<file path="src/rtl/cdb_arbiter.sv">
// cdb_arbiter: round-robin scheduler for the shared writeback/CDB port, one holding buffer per FU.
// Optional macro CDB_PERF_CNT_EN adds perf_grants / perf_conflicts counter outputs.
`ifndef ROB_TAG_LEN
`define ROB_TAG_LEN 5
`endif

module cdb_arbiter #(
    parameter int unsigned NUM_FU = 4,
    parameter int unsigned FU_IDW = $clog2(NUM_FU),
    parameter int unsigned XLEN   = 32
) (
    input  logic                                  clock,
    input  logic                                  reset,
    input  logic                                  squash,
    input  logic [NUM_FU-1:0]                     fu_valid,
    input  logic [NUM_FU-1:0][4:0]                fu_rd,
    input  logic [NUM_FU-1:0][`ROB_TAG_LEN-1:0]   fu_rob_tag,
    input  logic [NUM_FU-1:0][XLEN-1:0]           fu_value,
    output logic [NUM_FU-1:0]                     fu_ready,
    output logic                                  cdb_valid,
    output logic [4:0]                            cdb_rd,
    output logic [`ROB_TAG_LEN-1:0]               cdb_rob_tag,
    output logic [XLEN-1:0]                       cdb_value,
    output logic [FU_IDW-1:0]                     cdb_fu_id
`ifdef CDB_PERF_CNT_EN
    ,
    output logic [31:0]                           perf_grants,
    output logic [31:0]                           perf_conflicts
`endif
);

    localparam int unsigned RDW  = 5;
    localparam int unsigned TAGW = `ROB_TAG_LEN;
    localparam int unsigned CNTW = FU_IDW + 1;

    typedef struct packed {
        logic [RDW-1:0]  rd;
        logic [TAGW-1:0] tag;
        logic [XLEN-1:0] value;
    } wb_t;

    wb_t                buf_q [NUM_FU];
    logic [NUM_FU-1:0]  buf_valid;
    logic [FU_IDW-1:0]  rr_ptr;

    logic [NUM_FU-1:0]  grant;
    logic [NUM_FU-1:0]  accept;
    logic               grant_any;
    logic [FU_IDW-1:0]  grant_id;
    logic [FU_IDW-1:0]  next_ptr;
    logic [CNTW-1:0]    scan_idx;

    // Round-robin pick: first buffered FU at or after rr_ptr, wrapping at NUM_FU.
    always_comb begin
        grant_any = 1'b0;
        grant_id  = '0;
        scan_idx  = '0;
        for (int unsigned k = 0; k < NUM_FU; k++) begin
            scan_idx = CNTW'(rr_ptr) + CNTW'(k);
            if (scan_idx >= CNTW'(NUM_FU)) begin
                scan_idx = scan_idx - CNTW'(NUM_FU);
            end
            if (!grant_any && buf_valid[scan_idx[FU_IDW-1:0]]) begin
                grant_any = 1'b1;
                grant_id  = scan_idx[FU_IDW-1:0];
            end
        end
    end

    always_comb begin
        grant = '0;
        if (grant_any) begin
            grant[grant_id] = 1'b1;
        end
    end

    assign next_ptr = (grant_id == FU_IDW'(NUM_FU - 1)) ? '0 : grant_id + FU_IDW'(1);

    // A buffer being drained this cycle can be refilled at the same edge.
    assign fu_ready = squash ? '0 : (~buf_valid | grant);
    assign accept   = fu_valid & fu_ready;

    always_ff @(posedge clock) begin
        if (reset) begin
            buf_valid   <= '0;
            rr_ptr      <= '0;
            cdb_valid   <= 1'b0;
            cdb_rd      <= '0;
            cdb_rob_tag <= '0;
            cdb_value   <= '0;
            cdb_fu_id   <= '0;
        end else if (squash) begin
            buf_valid <= '0;
            cdb_valid <= 1'b0;
        end else begin
            buf_valid <= (buf_valid & ~grant) | accept;
            cdb_valid <= grant_any;
            if (grant_any) begin
                cdb_rd      <= buf_q[grant_id].rd;
                cdb_rob_tag <= buf_q[grant_id].tag;
                cdb_value   <= buf_q[grant_id].value;
                cdb_fu_id   <= grant_id;
                rr_ptr      <= next_ptr;
            end
        end
    end

    // Payload storage needs no reset; buf_valid qualifies it.
    always_ff @(posedge clock) begin
        for (int unsigned i = 0; i < NUM_FU; i++) begin
            if (accept[i]) begin
                buf_q[i] <= '{rd: fu_rd[i], tag: fu_rob_tag[i], value: fu_value[i]};
            end
        end
    end

`ifdef CDB_PERF_CNT_EN
    logic multi_valid;

    assign multi_valid = |(buf_valid & (buf_valid - NUM_FU'(1)));

    always_ff @(posedge clock) begin
        if (reset) begin
            perf_grants    <= '0;
            perf_conflicts <= '0;
        end else begin
            if (grant_any && !squash) begin
                perf_grants <= perf_grants + 32'd1;
            end
            if (multi_valid) begin
                perf_conflicts <= perf_conflicts + 32'd1;
            end
        end
    end
`endif

endmodule

</file>
<file path="config.mk">
export PLATFORM = sky130hd
export DESIGN_NAME = cdb_arbiter
export DESIGN_NICKNAME = d
export VERILOG_FILES = /design/src/rtl/cdb_arbiter.sv
export SDC_FILE = /design/constraint.sdc
export NUM_CORES = 1
export LEC_CHECK = 0
export ABC_AREA = 0
export CAP_MARGIN = 40
export CORE_AREA = 2 2 133 135
export CTS_CLUSTER_DIAMETER = 40
export CTS_CLUSTER_SIZE = 25
export DETAILED_ROUTE_END_ITERATION = 6
export DIE_AREA = 0 0 135 137
export HOLD_SLACK_MARGIN = 0.1
export PLACE_DENSITY = 0.74
export SLEW_MARGIN = 0
export SYNTH_ARGS = -nofsm -noshare
export SYNTH_HDL_FRONTEND = slang
export SYNTH_SLANG_ARGS = --single-unit
</file>
<file path="constraint.sdc">
create_clock -name clock -period 6.2 [get_ports clock]
set_input_delay 1.86 -clock clock [delete_from_list [all_inputs] [get_ports clock]]
set_output_delay 1.86 -clock clock [all_outputs]
set_load 0.02 [all_outputs]
</file>
==> metrics list <==
- Hold WC Path Type: register to register
- Synth Warn #: 0
- The final layout contains routed wiring with a total length of ~19000 um.
* Most common cell in the netlist: sky130_fd_sc_hd__edfxtp_1
* Largest clock skew in the final design: between 0.01 and 0.015 ns
- Setup repair after global routing missed its margin: no
- At the placement stage, the worst setup path has a slack of approximately 1.0 ns.
- The core region is 17100 um^2.
- At the worst endpoint, the required time is ~4.3 ns.
- Slew Viols, Final: 0
- At the end of routability-driven placement, the weighted congestion stood at just under 0.8.
- Router iterations before antenna repair: 4
* Wire length of the first global-routing pass: around 29000 um
- Routed Antenna Nets: 0
* Number of buffers added for setup after CTS: 0
- Sink count of the clock tree: 219
- At the pin with the least slew margin, the transition time is 0.680 ns.
* Register area: just over 6000 um^2
* Post-Route Setup TNS: 0 ns
- Hold-fix buffer count after cts: 0
- Detailed-route wire length per cell: just over 20 um
- Run status: completed
- The floorplan step set the die height to around 140 um.
- LEAKAGE: ~4.0 nW
- Count of routing violations after the opening detailed-route iteration: roughly 240
- Hold is met by roughly 0.46 ns.
* Cell at the root of the clock tree: sky130_fd_sc_hd__clkbuf_16
- Critical path data arrival time: ~3.3 ns
- Final worst path period need: 5.17 ns
- Endpoint kind of the worst setup timing path: output port
* Kind of start point of the critical path: input port
- Buffers inserted during clock tree synthesis total 30.
* Post-layout net count: about 900
* Mean cell area of the mapped netlist: 17.3 um^2
* Number of design rule violations left after detail routing: 0
- The startpoint identified for the worst hold timing path is cdb_value[26].
- Summed over all nets, the half-perimeter wirelength after detailed placement is approximately 13000 um.
- Number of synthesized flops with an enable pin: about 170
- Fin crit share: 0.834
- Starting density of the core: 0.463
- Remaining max-slew budget at the tightest pin: 0.546
- Max-cap violations in this run came to 0.
- The synthesized design contains about 220 register bits.
- Area of the die: between 15000 and 20000 um^2
- around 220 I/O pins were placed.
- The share of total power dissipated in the clock network is 0.461.
* Clock-pin slew of the registers on the worst-case setup and hold paths: 0.06 ns
* Maximum number of pins on one net before global-route repair: between 40 and 50
- From synthesis to final layout, the design area changed by 45.9%.
- TritonCTS clock tree: built
- Across every metal layer, demand over resource in global routing totals 0.209.
- FFs w/ async S/R, synth: 0
- Combinational group share of total power: 0.102
* Insertion delay of the later-clocked pin in the worst-skew pair: approximately 0.54 ns
* Initial antenna violation count: 1
- Of the cells placed in the final design, the portion with a size suffix greater than 1 is 0.107.
- Post-cts resize count: 0
- In this run the horizontal extent of the chip is 135 um.
- Post-synthesis sequential area ratio: 0.769
* Most area-consuming cells after synthesis: sky130_fd_sc_hd__edfxtp_1, sky130_fd_sc_hd__dfxtp_1, sky130_fd_sc_hd__mux2i_1
- Of the total power, the share spent switching nets is 0.223.
- Class of the most critical setup path: input port to output port
* Pwr/cell area: approximately 340 nW/um^2
* CTS H-tree depth: 1
- PnR worst setup slack: 1.03 ns
- sky130_fd_sc_hd__edfxtp_1 takes more of the synthesized area than any other cell.
* Final Instance Area: about 12000 um^2
* Number of library cell types mapped by synthesis: 27
* Reg2reg start: rr_ptr[0]
- Among all flip-flop cells after synthesis, the most frequent one is sky130_fd_sc_hd__edfxtp_1.
- Sum of overflow across all layers after global routing: 0
- Once layout is complete, the utilization of the core stands at 0.675.
- Area share of the leading cell type in the synthesized netlist: 0.639
* Share of total power in sequential cells: 0.437
* Synth top cells by count: sky130_fd_sc_hd__edfxtp_1, sky130_fd_sc_hd__mux2i_1, sky130_fd_sc_hd__dfxtp_1
- Post-synthesis instance area: roughly 8000 um^2
- In this run the worst path has a maximum fanout of 8.
- Startpoint of the most critical setup path: squash
- The final hold violation count came to 0.
* Mapped Cells: 457
- Dividing the detail-routed via count by the number of cells gives ~5.3.
- Net switching power: around 0.87 mW
- Derived from the worst setup path, the maximum achievable clock frequency is between 150 and 200 MHz.
- Count of input and output buffers: between 200 and 250
- Max Buffers Root-to-Sink: 3
- Internal: roughly 3 mW
- Net count after synthesis: roughly 630
- Via count: roughly 5000
* Number of fill cells: 1140
- The number of global-route vias before repair came to roughly 5400.
- Row generation in the floorplan step produced 48 rows.
- The worst-case IR drop observed on VDD is about 0.22 mV.
* Multi-input gate area in the final layout: ~1700 um^2
- Number of setup violations in the final report: 0
- After detailed placement, the total cell area comes to 10400 um^2.
==> area by class of cell <==
cell class | instances | area share
diodes | 1 | 0.000217
clock buffers | 39 | 0.0761
clock inverters | 17 | 0.0188
inverters | 4 | 0.00152
multi-input cells | 210 | 0.146
flip-flops and latches | 219 | 0.527
well taps | 225 | 0.0244
repair buffers | 233 | 0.206
==> critical path: stages <==
cell and delay [ns]:
sky130_fd_sc_hd__clkdlybuf4s50_1 0.61, sky130_fd_sc_hd__nor2_1 0.22, sky130_fd_sc_hd__clkdlybuf4s50_1 0.63
==> worst paths after layout <==
path                                       to  slack (ns)  cells after the start
worst max register to register   buf_q[3][38]        3.09                      9
worst min register to register  cdb_value[26]        0.46                      2
worst max-delay path              fu_ready[3]        1.03                      3
worst min-delay path            cdb_value[26]        0.46                      2
==> cells in the final DEF, fill, tap and decap left out, drive strengths merged <==
cell type | synthesis | layout
clkdlybuf4s50 | 0 | 223
edfxtp | 168 | 168
mux2i | 87 | 87
dfxtp | 51 | 51
nand2 | 43 | 43
o221ai | 42 | 42
clkbuf | 9 | 39
nor2 | 13 | 13
buf | 15 | 10
inv | 4 | 9
clkinv | 0 | 6
o21a | 5 | 5
bufinv | 0 | 3
clkinvlp | 0 | 3
nand2b | 3 | 3
a21oi | 2 | 2
and2 | 2 | 2
nor2b | 2 | 2
nor3b | 2 | 2
ha | 2 | 2
a211oi | 2 | 2
diode | 0 | 1
o22ai | 1 | 1
o32ai | 1 | 1
a21boi | 1 | 1
a31oi | 1 | 1
and2b | 1 | 1
==> power by group through the flow <==
| stage | Sequential, mW | Combinational, mW | Clock (mW) |
|---|---|---|---|
| floorplan | 1.75 | 0.152 | 0 |
| global placement | 1.72 | 0.379 | 0 |
| detailed placement | 1.73 | 0.398 | 0 |
| CTS | 1.70 | 0.400 | 1.82 |
| global route | 1.70 | 0.421 | 1.87 |
| finish | 1.70 | 0.396 | 1.79 |
==> stage by stage <==
step / instances / power [mW]
6_report: 948 / 3.88
5_1_grt: 948 / 3.99
4_1_cts: 947 / 3.91
3_5_place_dp: 891 / 2.12
3_3_place_gp: 887 / 2.10
2_1_floorplan: 457 / 1.90
==> cells by family (layout without fill, tap and decap cells) <==
kind of cell	count (synthesis)	count (layout)	share of synthesized area
other	0	1	0
AND/OR/NAND/NOR	66	66	0.0354
adder cells (fa/ha/maj)	2	2	0.00317
multiplexers	87	87	0.110
buffers and inverters	28	293	0.0209
flip-flops	219	219	0.769
AO/OA/AOI/OAI	55	55	0.0617
==> flip-flops by register name (all words and copies together), names as in the netlist <==
register	count
cdb_value	32
rr_ptr	2
cdb_valid	1
buf_valid	4
cdb_fu_id	2
cdb_rob_tag	5
cdb_rd	5
buf_q	168
==> routing by layer <==
layer,vias to the layer above,share of wire,routed length (um),GRT usage
met4,0,0.027,529,0.0822
li1,2271,-,-,-
met1,2462,0.39,7520,0.252
met5,-,0,0,0
met2,240,0.51,10000,0.372
met3,43,0.073,1410,0.0407
No activity file was read; power rests on OpenSTA's default activity.
